<file path="src/rtl/wb_gpio_irq.sv">
// Wishbone B3 classic GPIO slave: per-pin direction, atomic set/clear, input
// synchroniser and per-pin edge interrupts collected in a W1C status register.
module wb_gpio_irq #(
    parameter int                WIDTH       = 32,
    parameter int                SYNC_STAGES = 2,
    parameter logic [WIDTH-1:0]  RESET_OUT   = {WIDTH{1'b0}},
    parameter logic [WIDTH-1:0]  RESET_DIR   = {WIDTH{1'b0}}
) (
    input  logic             wb_clk_i,
    input  logic             wb_rst_i,
    input  logic [2:0]       wb_adr_i,
    input  logic [31:0]      wb_dat_i,
    input  logic [3:0]       wb_sel_i,
    input  logic             wb_we_i,
    input  logic             wb_cyc_i,
    input  logic             wb_stb_i,
    output logic [31:0]      wb_dat_o,
    output logic             wb_ack_o,
    output logic             wb_err_o,
    input  logic [WIDTH-1:0] gpio_i,
    output logic [WIDTH-1:0] gpio_o,
    output logic [WIDTH-1:0] gpio_dir_o,
    output logic             irq_o
);

    localparam logic [2:0] ADR_DATA_IN  = 3'd0;
    localparam logic [2:0] ADR_DATA_OUT = 3'd1;
    localparam logic [2:0] ADR_DIR      = 3'd2;
    localparam logic [2:0] ADR_OUT_SET  = 3'd3;
    localparam logic [2:0] ADR_OUT_CLR  = 3'd4;
    localparam logic [2:0] ADR_RISE_EN  = 3'd5;
    localparam logic [2:0] ADR_FALL_EN  = 3'd6;
    localparam logic [2:0] ADR_STATUS   = 3'd7;

    function automatic logic [31:0] lane_mask(input logic [3:0] sel);
        return {{8{sel[3]}}, {8{sel[2]}}, {8{sel[1]}}, {8{sel[0]}}};
    endfunction

    // Zero-extend a pin vector to the bus width; unimplemented bits read 0.
    function automatic logic [31:0] to_bus(input logic [WIDTH-1:0] v);
        logic [31:0] r;
        r = 32'h0000_0000;
        r[WIDTH-1:0] = v;
        return r;
    endfunction

    logic [WIDTH-1:0] sync_r [SYNC_STAGES];
    logic [WIDTH-1:0] prev_r;
    logic [WIDTH-1:0] data_out_r;
    logic [WIDTH-1:0] dir_r;
    logic [WIDTH-1:0] rise_en_r;
    logic [WIDTH-1:0] fall_en_r;
    logic [WIDTH-1:0] status_r;
    logic             irq_r;
    logic             ack_r;
    logic [31:0]      dat_r;

    logic [WIDTH-1:0] sync_out_s;
    logic             access_s;
    logic             wr_s;
    logic [31:0]      lane_mask_s;
    logic [WIDTH-1:0] wmask_s;
    logic [WIDTH-1:0] wdat_s;
    logic [WIDTH-1:0] w1c_s;
    logic [WIDTH-1:0] edge_s;
    logic [31:0]      rd_s;

    assign sync_out_s  = sync_r[SYNC_STAGES-1];
    assign access_s    = wb_cyc_i & wb_stb_i & ~ack_r;
    assign wr_s        = access_s & wb_we_i;
    assign lane_mask_s = lane_mask(wb_sel_i);
    assign wmask_s     = lane_mask_s[WIDTH-1:0];
    assign wdat_s      = wb_dat_i[WIDTH-1:0] & wmask_s;
    assign edge_s      = (sync_out_s & ~prev_r & rise_en_r) |
                         (~sync_out_s & prev_r & fall_en_r);

    // W1C mask for the status register, active only on an accepted write.
    always_comb begin
        if (wr_s && (wb_adr_i == ADR_STATUS)) begin
            w1c_s = wdat_s;
        end else begin
            w1c_s = {WIDTH{1'b0}};
        end
    end

    // Read data mux; write-only registers read as zero.
    always_comb begin
        rd_s = 32'h0000_0000;
        case (wb_adr_i)
            ADR_DATA_IN:  rd_s = to_bus(sync_out_s);
            ADR_DATA_OUT: rd_s = to_bus(data_out_r);
            ADR_DIR:      rd_s = to_bus(dir_r);
            ADR_RISE_EN:  rd_s = to_bus(rise_en_r);
            ADR_FALL_EN:  rd_s = to_bus(fall_en_r);
            ADR_STATUS:   rd_s = to_bus(status_r);
            default:      rd_s = 32'h0000_0000;
        endcase
    end

    // Bus handshake and writable control registers.
    always_ff @(posedge wb_clk_i or negedge wb_rst_i) begin
        if (!wb_rst_i) begin
            ack_r      <= 1'b0;
            dat_r      <= 32'h0000_0000;
            data_out_r <= RESET_OUT;
            dir_r      <= RESET_DIR;
            rise_en_r  <= {WIDTH{1'b0}};
            fall_en_r  <= {WIDTH{1'b0}};
        end else begin
            ack_r <= access_s;
            dat_r <= access_s ? rd_s : 32'h0000_0000;
            if (wr_s) begin
                case (wb_adr_i)
                    ADR_DATA_OUT: data_out_r <= (data_out_r & ~wmask_s) | wdat_s;
                    ADR_DIR:      dir_r      <= (dir_r & ~wmask_s) | wdat_s;
                    ADR_OUT_SET:  data_out_r <= data_out_r | wdat_s;
                    ADR_OUT_CLR:  data_out_r <= data_out_r & ~wdat_s;
                    ADR_RISE_EN:  rise_en_r  <= (rise_en_r & ~wmask_s) | wdat_s;
                    ADR_FALL_EN:  fall_en_r  <= (fall_en_r & ~wmask_s) | wdat_s;
                    default:      ;
                endcase
            end
        end
    end

    // Input synchroniser, edge history, status capture and interrupt.
    always_ff @(posedge wb_clk_i or negedge wb_rst_i) begin
        if (!wb_rst_i) begin
            for (int i = 0; i < SYNC_STAGES; i++) begin
                sync_r[i] <= {WIDTH{1'b0}};
            end
            prev_r   <= {WIDTH{1'b0}};
            status_r <= {WIDTH{1'b0}};
            irq_r    <= 1'b0;
        end else begin
            sync_r[0] <= gpio_i;
            for (int i = 1; i < SYNC_STAGES; i++) begin
                sync_r[i] <= sync_r[i-1];
            end
            prev_r   <= sync_out_s;
            // A fresh edge overrides a same-cycle clear on that bit.
            status_r <= (status_r & ~w1c_s) | edge_s;
            irq_r    <= |status_r;
        end
    end

    assign wb_ack_o   = ack_r;
    assign wb_dat_o   = dat_r;
    assign wb_err_o   = 1'b0;
    assign gpio_o     = data_out_r;
    assign gpio_dir_o = dir_r;
    assign irq_o      = irq_r;

endmodule

</file>
<file path="config.mk">
export PLATFORM = sky130hd
export DESIGN_NAME = wb_gpio_irq
export DESIGN_NICKNAME = d
export VERILOG_FILES = /design/src/rtl/wb_gpio_irq.sv
export SDC_FILE = /design/constraint.sdc
export NUM_CORES = 1
export LEC_CHECK = 0
export CORE_UTILIZATION = 30
export CTS_BUF_LIST = sky130_fd_sc_hd__clkbuf_8 sky130_fd_sc_hd__clkbuf_16
export DETAILED_ROUTE_END_ITERATION = 8
export PLACE_DENSITY = 0.61
export SLEW_MARGIN = 40
export SYNTH_ARGS = -nofsm -noshare
export SYNTH_HDL_FRONTEND = slang
export SYNTH_SLANG_ARGS = --single-unit
</file>
<file path="constraint.sdc">
create_clock -name wb_clk_i -period 1.45 [get_ports wb_clk_i]
set_input_delay 0.3625 -clock wb_clk_i [delete_from_list [all_inputs] [get_ports wb_clk_i]]
set_output_delay 0.3625 -clock wb_clk_i [all_outputs]
set_load 0.02 [all_outputs]
</file>
==> results.md, run 1 <==
* Outcome: finished, violations left
* Failing checks: negative setup slack
* Max Cap Viol at 0
* Top cell type by total area after synthesis: dfrtp_1
* Layout Cells excl Fill at around 1900
* CTS tree: done
* Clk slew on worst S/H paths at 60 ps
* RSZ-0062 raised after global routing: yes
* Beginning of the critical path: wb_ack_o
* Unique masters post-synth at 43
* Fmax at slightly below 600 MHz
* Final ANT Viol Nets at 0
* Share of total power in the clock network at a little under two fifths
* Root Driver: clkbuf_16
* Tcrit/Tclk final at 117%
* Clock Skew at 19.7 ps
* Drc violations at 0
* DP HPWL at between 20000 and 30000 um
* Req. time, crit path at ~1900 ps
* LEAKAGE at 8.01 nW
* Die width at 202 um
* Antenna violations before repair at 2
* RePlAce Congestion at 0.815
* Number of synthesized flops with an enable pin at 0
* Post-Syn Area per Cell at 12.4 um^2
* Via-per-instance ratio at 4.96
* Pwr dens at 1300 mW/mm^2
* DP Area at 0.0155 mm^2
* Routed vias at 9234
* Sequential power share at approximately 44%
* Fill count at around 3700
* Synthesis Warnings at 0
* Routed len/inst at 20.4 um
* Beginning of the worst hold path: gpio_i[13]
* Die area at 0.0410 mm^2
* Logic pwr share at 18.8%
* Maximum VDD drop at approximately 0.00064 V
* Worst setup SP type: flip-flop
* DP Worst Slack at -707 ps
* Final min period at 1690 ps
* Site Rows at 73
* Async set-reset flop share out of synthesis at 100%
* Max-slew violations at 0
* Switching power at 6.19 mW
* Share of layout cells above drive strength 1 at 39.9%
* Hold Crit Class: in2reg
* Maximum number of buffers from clock root to sink at 3
* Setup ws final at -242 ps
* Final setup violation count at 181
* Die height at 202 um
* Ys flop type: dfrtp_1
* Reg2reg start: wb_ack_o
* Worst Setup End Kind: flip-flop
* First-pass GRT wire length at 56400 um
* Total track usage at 18.3%
* Initial Util at slightly above 30%
* Total number of H-tree levels at 2
* Drt pass-1 iters at 5
* Vias in the first global route at 9415
* Setup CP Type: reg2reg
* Post-synth top area share at 60.3%
* Drt total wl at around 38000 um
* Synthesized Nets at 1046
* Nets at between 1000 and 1500
* Crit path max fanout at 9
* GRT overflow at 0
* Fin area at 0.0174 mm^2
* Ports at 175
* Synth Register Bits at 290
* Clock Sinks at 290
* Post-Syn Area at about 0.012 mm^2
* Critical path arrival at 2100 ps
* Area grow syn2layout at 44.3%
* Top area cells in the synthesized netlist: dfrtp_1 (60%), mux2_2 (9.9%), o21ai_0 (3.6%)
* Number of port buffers at 173
* Cells after synthesis at 970
* Hold Fails Final Rpt at 0
* Pint at 16.4 mW
* Placed cells at 1736
* Core Region at 0.0396 mm^2
* Largest net degree at the start of global routing at 40
* Violation count after the first detailed-route iteration at 619
* Switching share of power at 27.4%
* Sequential fraction of the synthesis area at 60.3%
* Clk_lat worst skew at 520 ps
* Total CTS buffers at 34
* Fin Hold WS at 268 ps
repair_timing:
item                                   CTS  global route
pin swaps                                8             3
gates cloned                             0             1
buffers inserted                        53             8
endpoints found under the hold margin  107             0
setup endpoints to repair              270           231
resized for setup                      545            81
hold buffers                             1             0
power by group through the flow:
stage / registers [mW] / clock network (mW) / logic (mW)
4_1_cts: 9.91 / 8.59 / 4.03
3_5_place_dp: 10.1 / 0 / 3.63
3_3_place_gp: 10.0 / 0 / 3.55
5_1_grt: 10.1 / 8.91 / 4.56
2_1_floorplan: 10.1 / 0 / 1.47
6_report: 9.95 / 8.37 / 4.25
worst paths after layout:
kind                                  end  slack (ps)  depth (start not counted)
max                             flip-flop        -240                          5
min                            sync_r[45]         270                          1
max reg2reg                     flip-flop        -240                          5
min reg2reg                sync_out_s[25]         330                          0
max in group asynchronous    wb_dat_o[13]         500                          4
min in group asynchronous      sync_r[40]         280                          2
cell families after synthesis:
family / share of synthesized area (%)
AO/OA/AOI/OAI: 13.8
buffers and inverters: 3.43
flip-flops: 60.3
multiplexers: 13.6
other: 0.0311
AND/OR/NAND/NOR: 8.90
layout make-up:
class | instances | area (um^2) | area share, %
tap | 525 | 657 | 3.78
inverter | 33 | 124 | 0.713
clock buffer | 40 | 945 | 5.43
timing repair buffer | 355 | 3350 | 19.3
sequential | 290 | 7260 | 41.8
clock inverter | 19 | 151 | 0.871
multi-input combinational | 596 | 4890 | 28.2
antenna | 2 | 5.00 | 0.0288
cell usage in the layout (no fill, tap or decap), types with 5 or more instances in the layout:
master	netlist	final
a21oi_1	61	57
a211oi_4	0	5
a21o_1	35	35
nand2_2	0	5
a22oi_1	15	15
nor4_1	8	6
buf_6	7	69
clkdlybuf4s50_1	0	71
mux2_2	106	68
o21ai_0	86	36
buf_4	5	151
nand3_4	12	13
dfrtp_1	290	288
a211oi_2	0	15
inv_1	33	41
buf_2	21	36
clkbuf_8	0	5
a221oi_1	25	20
o21ai_1	10	46
a22o_1	6	6
a221oi_2	0	5
nor2_1	29	26
mux2i_1	29	29
mux2_4	8	49
clkbuf_16	0	36
nand3b_1	33	33
o21ai_2	0	14
nand2_1	74	69
buf_12	0	24
worst max-delay path, cell delays in order (launching register included):
cell	delay, ps
dfrtp_2	390
and4b_2	330
buf_12	150
buf_4	160
nand3_4	190
mux2_4	350
per-layer routing:
metal | vias to the layer above | wire length (um) | GRT usage [%]
met5 | - | 11 | 0
met4 | 2 | 1080 | 7.14
met3 | 73 | 2380 | 3.45
met2 | 328 | 18000 | 29.0
met1 | 4666 | 16400 | 24.6
li1 | 4165 | - | -
stage by stage:
step           total power, mW  utilization [%]  setup TNS, ps
2_1_floorplan             11.6                -         -21390
3_3_place_gp              13.6             39.0        -110500
3_5_place_dp              13.7             39.0        -112530
4_1_cts                   22.5             42.7         -30220
5_1_grt                   23.5             43.8         -39960
6_report                  22.6             43.8         -26590
synth_stat cells (2+ instances only):
library cell    n
mux2_4          8
nand3_4        12
a31oi_1         2
clkbuf_1       18
nand4_1         2
a211oi_1       21
buf_2          21
a21oi_1        61
a22o_1          6
mux2_2        106
o211ai_1        4
o21ai_0        86
a22oi_1        15
nor2b_1         2
mux2i_1        29
dfrtp_1       290
a21o_1         35
inv_1          33
buf_6           7
and2_1          4
nor4_1          8
buf_4           5
mux2_1          3
a221oi_1       25
nand3b_1       33
and3_1          5
nor2_1         29
o21ai_1        10
o22ai_1         3
nand2_1        74
Power figures use the tool's default switching activity.
==> inputs of run 2 (changes only) <==
Settings changed: CORE_ASPECT_RATIO set to 1.5.
==> run 2 against run 1 <==
Effect of this change: the run ends with design-rule violations, negative setup slack left; wire length down 1.8%; count of clock-buffer cells in the layout down 5; critical path depth unchanged; via count down 1.4%; largest cell class unchanged; largest power group unchanged; highest routed layer unchanged.
==> results.md, run 2 (synthesis gave the netlist of run 1 again) <==
* Routed len/inst at 20.2 um (-0.83%)
* Crit-path max cell delay at 400 ps (about the same)
* Maximum VDD drop at 0.000792 V (+24%)
* Drc violations at 20 (+20)
* Most common cell after layout, fill and taps aside: dfrtp_1
* Buf/Inv on CP at 2 (unchanged)
* CTS tree: done
* Failing checks: design-rule violations, negative setup slack
* Total number of H-tree levels at 1 (-1)
* Worst Setup End Kind: flip-flop
* Nets at 1396 (+0.72%)
* Req. time, crit path at 1890 ps (+30 ps)
* Total CTS buffers at 29 (-15%)
* CP max-delay cell: dfrtp_2
* Die height at 247 um (+22%)
* Final min period at 1650 ps (-46.7 ps)
* Hold Crit Class: in2reg
* Antenna violations before repair at 3 (+1)
* Area grow syn2layout at 45.7%
* RSZ-0062 raised after global routing: yes
* FF+latch area at 0.00726 mm^2 (about the same)
* Largest net degree at the start of global routing at 58 (+45%)
* Fin area at 0.0175 mm^2 (+0.93%)
* DP HPWL at 26500 um (+2.1%)
* Initial Util at 30.6% (+0.17 points)
* Die area at 0.0410 mm^2 (about the same)
* Critical path's top delay family: simple AND/OR/NAND/NOR gates
* Slew Limit Headroom at 51.4%
* Area taken by multi-input logic gates at 0.00488 mm^2 (-0.33%)
* Maximum number of buffers from clock root to sink at 3 (unchanged)
* Number of port buffers at 173 (unchanged)
* Worst setup SP type: flip-flop
* Clk slew on worst S/H paths at 60 ps (about the same)
* Via-per-instance ratio at 4.94 (-0.43%)
* Violation count after the first detailed-route iteration at 420 (-32%)
* Clk_lat worst skew at 560 ps (+40 ps)
* Fmax at 608 MHz (+2.8%)
* DP Area at 0.0156 mm^2 (+0.74%)
* LEAKAGE at 8.03 nW (+0.14%)
* Drt total wl at 37200 um (-1.8%)
* Critical path arrival at 2080 ps (-20 ps)
* Max-slew violations at 0 (unchanged)
* GRT overflow at 0 (unchanged)
* Fill count at 3689 (-0.43%)
* Pwr dens at 1260 mW/mm^2 (-2.9%)
* Drt pass-1 iters at 7 (+2)
* Core Region at 0.0394 mm^2 (-0.56%)
* Vias in the first global route at 9649 (+2.5%)
* Die width at 166 um (-18%)
* Tcrit/Tclk final at 113% (-3.2 points)
* Site Rows at 89 (+22%)
* Routed vias at 9105 (-1.4%)
* Setup ws final at -195 ps (+46.7 ps)
* Setup TNS at -24400 ps (+2190 ps)
* Total power at 22.1 mW (-2.0%)
* Setup CP Type: reg2reg
* Clock Skew at 7.75 ps (-11.9 ps)
* Final setup violation count at 224 (+24%)
* Fin Hold WS at 242 ps (-26.6 ps)
* Final core utilization at 44.5% (+0.65 points)
* Final ANT Viol Nets at 0 (unchanged)
* Total track usage at 18.2% (-0.064 points)
* Share of layout cells above drive strength 1 at 40.3% (+0.39 points)
* Crit path max fanout at 9 (unchanged)
* RePlAce Congestion at 0.833 (+2.1%)
* Crit-path cells: and4b_1 > buf_12 > buf_4 > nand3_4 > mux2_4
* Worst-margin pin slew at 727 ps
* First-pass GRT wire length at 57200 um (+1.3%)
* Clock Sinks at 290 (unchanged)
* Ports at 175 (unchanged)
* Root Driver: clkbuf_16
* Outcome: finished, violations left
* Max Cap Viol at 0 (unchanged)
* Most frequent cells in the layout: dfrtp_1 (286), buf_4 (165), buf_6 (97), nand2_1 (74), clkdlybuf4s50_1 (71)
* Hold Fails Final Rpt at 0 (unchanged)
-- run 2: cell count changes in the layout (fill, tap and decap cells not counted), sizes merged --
cell	before	now
buf	282	297
clkbuf	41	36
inv	42	37
bufinv	2	4
clkinv	6	7
clkinvlp	2	1
-- run 2: report_power, final --
| group | internal (mW) | switching [mW] | total (mW) |
|---|---|---|---|
| Combinational | 2.44 | 1.94 | 4.38 |
| Sequential | 9.07 | 0.874 | 9.94 |
| Clock | 4.64 | 3.16 | 7.80 |
-- run 2: area by class of cell --
cell class | count | area share (%)
multi-input combinational | 596 | 27.8
inverter | 33 | 0.706
clock buffer | 35 | 4.61
tap | 500 | 3.57
timing repair buffer | 370 | 20.9
antenna | 2 | 0.0285
sequential | 290 | 41.4
clock inverter | 16 | 1.03
-- run 2: metal layers --
| layer | wire length [um] | vias to the layer above | GRT usage (%) |
|---|---|---|---|
| met5 | 12 | - | 0 |
| met4 | 1470 | 2 | 8.60 |
| met3 | 1710 | 74 | 3.08 |
| met2 | 19400 | 256 | 32.6 |
| met1 | 14600 | 4571 | 21.3 |
| li1 | - | 4202 | - |
-- run 2: worst register-to-register path: stages (launching register included) --
cell,delay (ps)
dfrtp_2,400
and4b_1,290
buf_12,150
buf_4,160
nand3_4,170
mux2_4,350
-- run 2: worst paths after layout --
check | startpoint | end | slack, ps | cells past startpoint
max | wb_ack_o | flip-flop | -200 | 5
min | gpio_i[6] | sync_r[38] | 240 | 1
max reg2reg | wb_ack_o | flip-flop | -200 | 5
min reg2reg | sync_r[54] | sync_out_s[22] | 340 | 0
max in group asynchronous | wb_rst_i | sync_r[47] | 560 | 4
min in group asynchronous | wb_rst_i | async pin | 260 | 2
-- run 2: metrics by stage --
step | std cells | worst slack [ps]
floorplan | 970 | -193
global placement | 1730 | -604
detailed placement | 1730 | -623
CTS | 1837 | -207
global route | 1842 | -250
finish | 1842 | -195
-- run 2: repair_timing --
action	in CTS	in global routing
hold buffers	1	0
setup endpoints to repair	277	278
pin swaps	10	2
endpoints found under the hold margin	120	0
resized for setup	602	84
gates cloned	1	1
setup buffers	55	2
==> inputs of run 3 (changes only) <==
Settings changed: CORE_UTILIZATION 30 to 49, PLACE_DENSITY 0.61 to 0.86, SLEW_MARGIN 40 to 30.
==> run 3 against run 2 <==
Effect of this change: the flow finishes with violations (negative setup slack); global-route usage is 11 points higher; non-clock buffer count is 15 lower; sequential power hardly changed; core utilization is 27 points higher; clock skew is 9.6 ps higher; via count is 11% higher; clock power is 6.8% lower; design area is 3.1% lower; power is 1.5% lower; worst setup slack worse by 59 ps; combinational power is 3% higher; register-to-register slack worse by 60 ps; largest cell class unchanged.
==> results.md, run 3 (synthesis gave the netlist of run 1 again) <==
* Outcome: finished, violations left
* Failing checks: negative setup slack
* LEAKAGE at 7.89 nW (-1.6%)
* Clock Skew at 17.3 ps (+9.57 ps)
* Site Rows at 69 (-22%)
* Worst setup SP type: flip-flop
* Maximum VDD drop at 0.000989 V (+25%)
* Area grow syn2layout at 41.2%
* Most common cell after layout, fill and taps aside: dfrtp_1
* FF-to-FF setup slack at -250 ps (-60 ps)
* Switching share of power at 28.0% (+0.96 points)
* Setup TNS at -32900 ps (-8500 ps)
* Most frequent cells in the layout: dfrtp_1 (288), buf_4 (157), clkdlybuf4s50_1 (71), buf_6 (70), mux2_2 (68)
* Critical path arrival at 2120 ps (+40 ps)
* Share of layout cells above drive strength 1 at 42.5% (+2.2 points)
* Worst-margin pin slew at 606 ps (-121 ps)
* Fmax at 587 MHz (-3.5%)
* Req. time, crit path at 1860 ps (-30 ps)
* CTS tree: done
* CP max-delay cell: dfrtp_2
* Worst Setup End Kind: flip-flop
* Tcrit/Tclk final at 118% (+4.1 points)
* RSZ-0062 raised after global routing: yes
* Crit-path cells: and4b_2 > buf_12 > buf_12 > nand3_4 > mux2_4
* Die height at 194 um (-22%)
* Final min period at 1700 ps (+59.1 ps)
* Largest net degree at the start of global routing at 59 (+1.7%)
* Final setup violation count at 209 (-6.7%)
* Pwr dens at 1280 mW/mm^2 (+1.6%)
* Number of diodes at 0 (-2)
* Routed len/inst at 23.8 um (+18%)
* Total CTS buffers at 26 (-10%)
* Max Cap Viol at 0 (unchanged)
* RePlAce Congestion at 0.868 (+4.3%)
* Clock Sinks at 290 (unchanged)
* Sequential power share at 45.9% (+1.0 points)
* Share of total power in the clock network at 33.4% (-1.9 points)
* GRT overflow at 0 (unchanged)
* Drc violations at 0 (-100%)
* Vias in the first global route at 10259 (+6.3%)
* Routed vias at 10068 (+11%)
* Switching power at 6.09 mW (+2.0%)
* DP Area at 0.0151 mm^2 (-3.2%)
* First-pass GRT wire length at 55900 um (-2.2%)
* Root Driver: clkbuf_16
* Die area at 0.0252 mm^2 (-38%)
* Buf/Inv on CP at 2 (unchanged)
* Slew Limit Headroom at 59.6% (+8.2 points)
* Logic pwr share at 20.7% (+0.9 points)
* Clk slew on worst S/H paths at 70 ps (about the same)
* Core Region at 0.0239 mm^2 (-39%)
* Critical path's top delay family: simple AND/OR/NAND/NOR gates
* Hold Fails Final Rpt at 0 (unchanged)
* Beginning of the critical path: wb_ack_o
* Fin area at 0.0170 mm^2 (-3.1%)
* Via-per-instance ratio at 6.14 (+24%)
* Maximum number of buffers from clock root to sink at 3 (unchanged)
* Number of port buffers at 173 (unchanged)
* Worst reg2reg path depth at 5 (unchanged)
* Total track usage at 29.3% (+11 points)
* Max-slew violations at 0 (unchanged)
* Critical path depth at 5 (unchanged)
* Crit-path most repeated cell: buf_12
* DP HPWL at 23200 um (-12%)
* Die width at 130 um (-21%)
* Initial Util at 50.4% (+20 points)
* Nets at 1378 (-1.3%)
* Drt pass-1 iters at 6 (-1)
* Reg2reg start: wb_ack_o
* Clk_lat worst skew at 540 ps (-20 ps)
* Violation count after the first detailed-route iteration at 928 (+120%)
* Setup CP Type: reg2reg
* Fill count at 1469 (-60%)
* Crit-path max cell delay at 420 ps (+20 ps)
* Final ANT Viol Nets at 0 (unchanged)
* Pint at 15.7 mW (-2.8%)
* Drt total wl at 39000 um (+4.8%)
* Hold Crit Class: in2reg
* Setup ws final at -255 ps (-59.1 ps)
* Crit path max fanout at 8 (-1)
* Ports at 175 (unchanged)
* Antenna violations before repair at 1 (-2)
* Worst hold path depth at 1 (unchanged)
* Total number of H-tree levels at 1 (unchanged)
-- run 3: worst min-delay path by stage --
stage	from	end	slack [ps]
floorplan	wb_rst_i	async pin	70
global placement	wb_rst_i	sync_r[37]	270
detailed placement	wb_rst_i	sync_r[38]	270
CTS	gpio_i[5]	sync_r[37]	260
global route	gpio_i[28]	sync_r[60]	260
finish	gpio_i[5]	sync_r[37]	260
-- run 3: per-stage QoR --
stage / worst slack, ps / instances / utilization (%) / hold WS, ps / power, mW
finish: -255 / 1639 / 71.1 / 263 / 21.8
global route: -318 / 1639 / 71.1 / 257 / 22.4
CTS: -254 / 1626 / 68.2 / 257 / 21.1
detailed placement: -668 / 1524 / 63.0 / 274 / 13.6
global placement: -666 / 1524 / 63.0 / 272 / 13.4
floorplan: -193 / 970 / - / 66.9 / 11.6
-- run 3: area by class of cell --
cell class | instances | area (um^2) | area share, %
multi-input combinational | 596 | 5040 | 29.6
sequential | 290 | 7260 | 42.7
tap | 319 | 399 | 2.35
timing repair buffer | 355 | 3280 | 19.3
inverter | 33 | 124 | 0.728
clock inverter | 12 | 129 | 0.758
clock buffer | 34 | 772 | 4.54
-- run 3: per-layer routing --
metal / vias up / global-route usage (%) / share of wire, % / routed length, um
met5: - / 0 / 0.026 / 10
met4: 2 / 18.4 / 6.3 / 2450
met3: 207 / 4.25 / 7.4 / 2870
met2: 657 / 48.7 / 52 / 20200
met1: 5059 / 35.3 / 35 / 13500
li1: 4143 / - / - / -
-- run 3: worst register-to-register path: cells and delay by family (launching register included) --
| family | cells | cell delay, ps |
|---|---|---|
| simple gates | 2 | 530 |
| mux | 1 | 380 |
| buf+inv | 2 | 250 |
| flops | 1 | 420 |
-- run 3: what timing repair did --
action	in CTS	in global routing
pin swaps	2	56
endpoints found under the setup margin	276	251
setup buffers	54	13
cloned	1	2
hold buffers	1	0
gates resized for setup	526	154
hold endpoints to repair	28	0
-- run 3: power groups by stage --
| stage | Combinational (mW) | Clock, mW | Sequential, mW |
|---|---|---|---|
| finish | 4.51 | 7.27 | 10.0 |
| CTS | 3.99 | 7.25 | 9.88 |
| floorplan | 1.47 | 0 | 10.1 |
| global placement | 3.46 | 0 | 9.98 |
| global route | 4.74 | 7.62 | 10.1 |
| detailed placement | 3.58 | 0 | 10.0 |
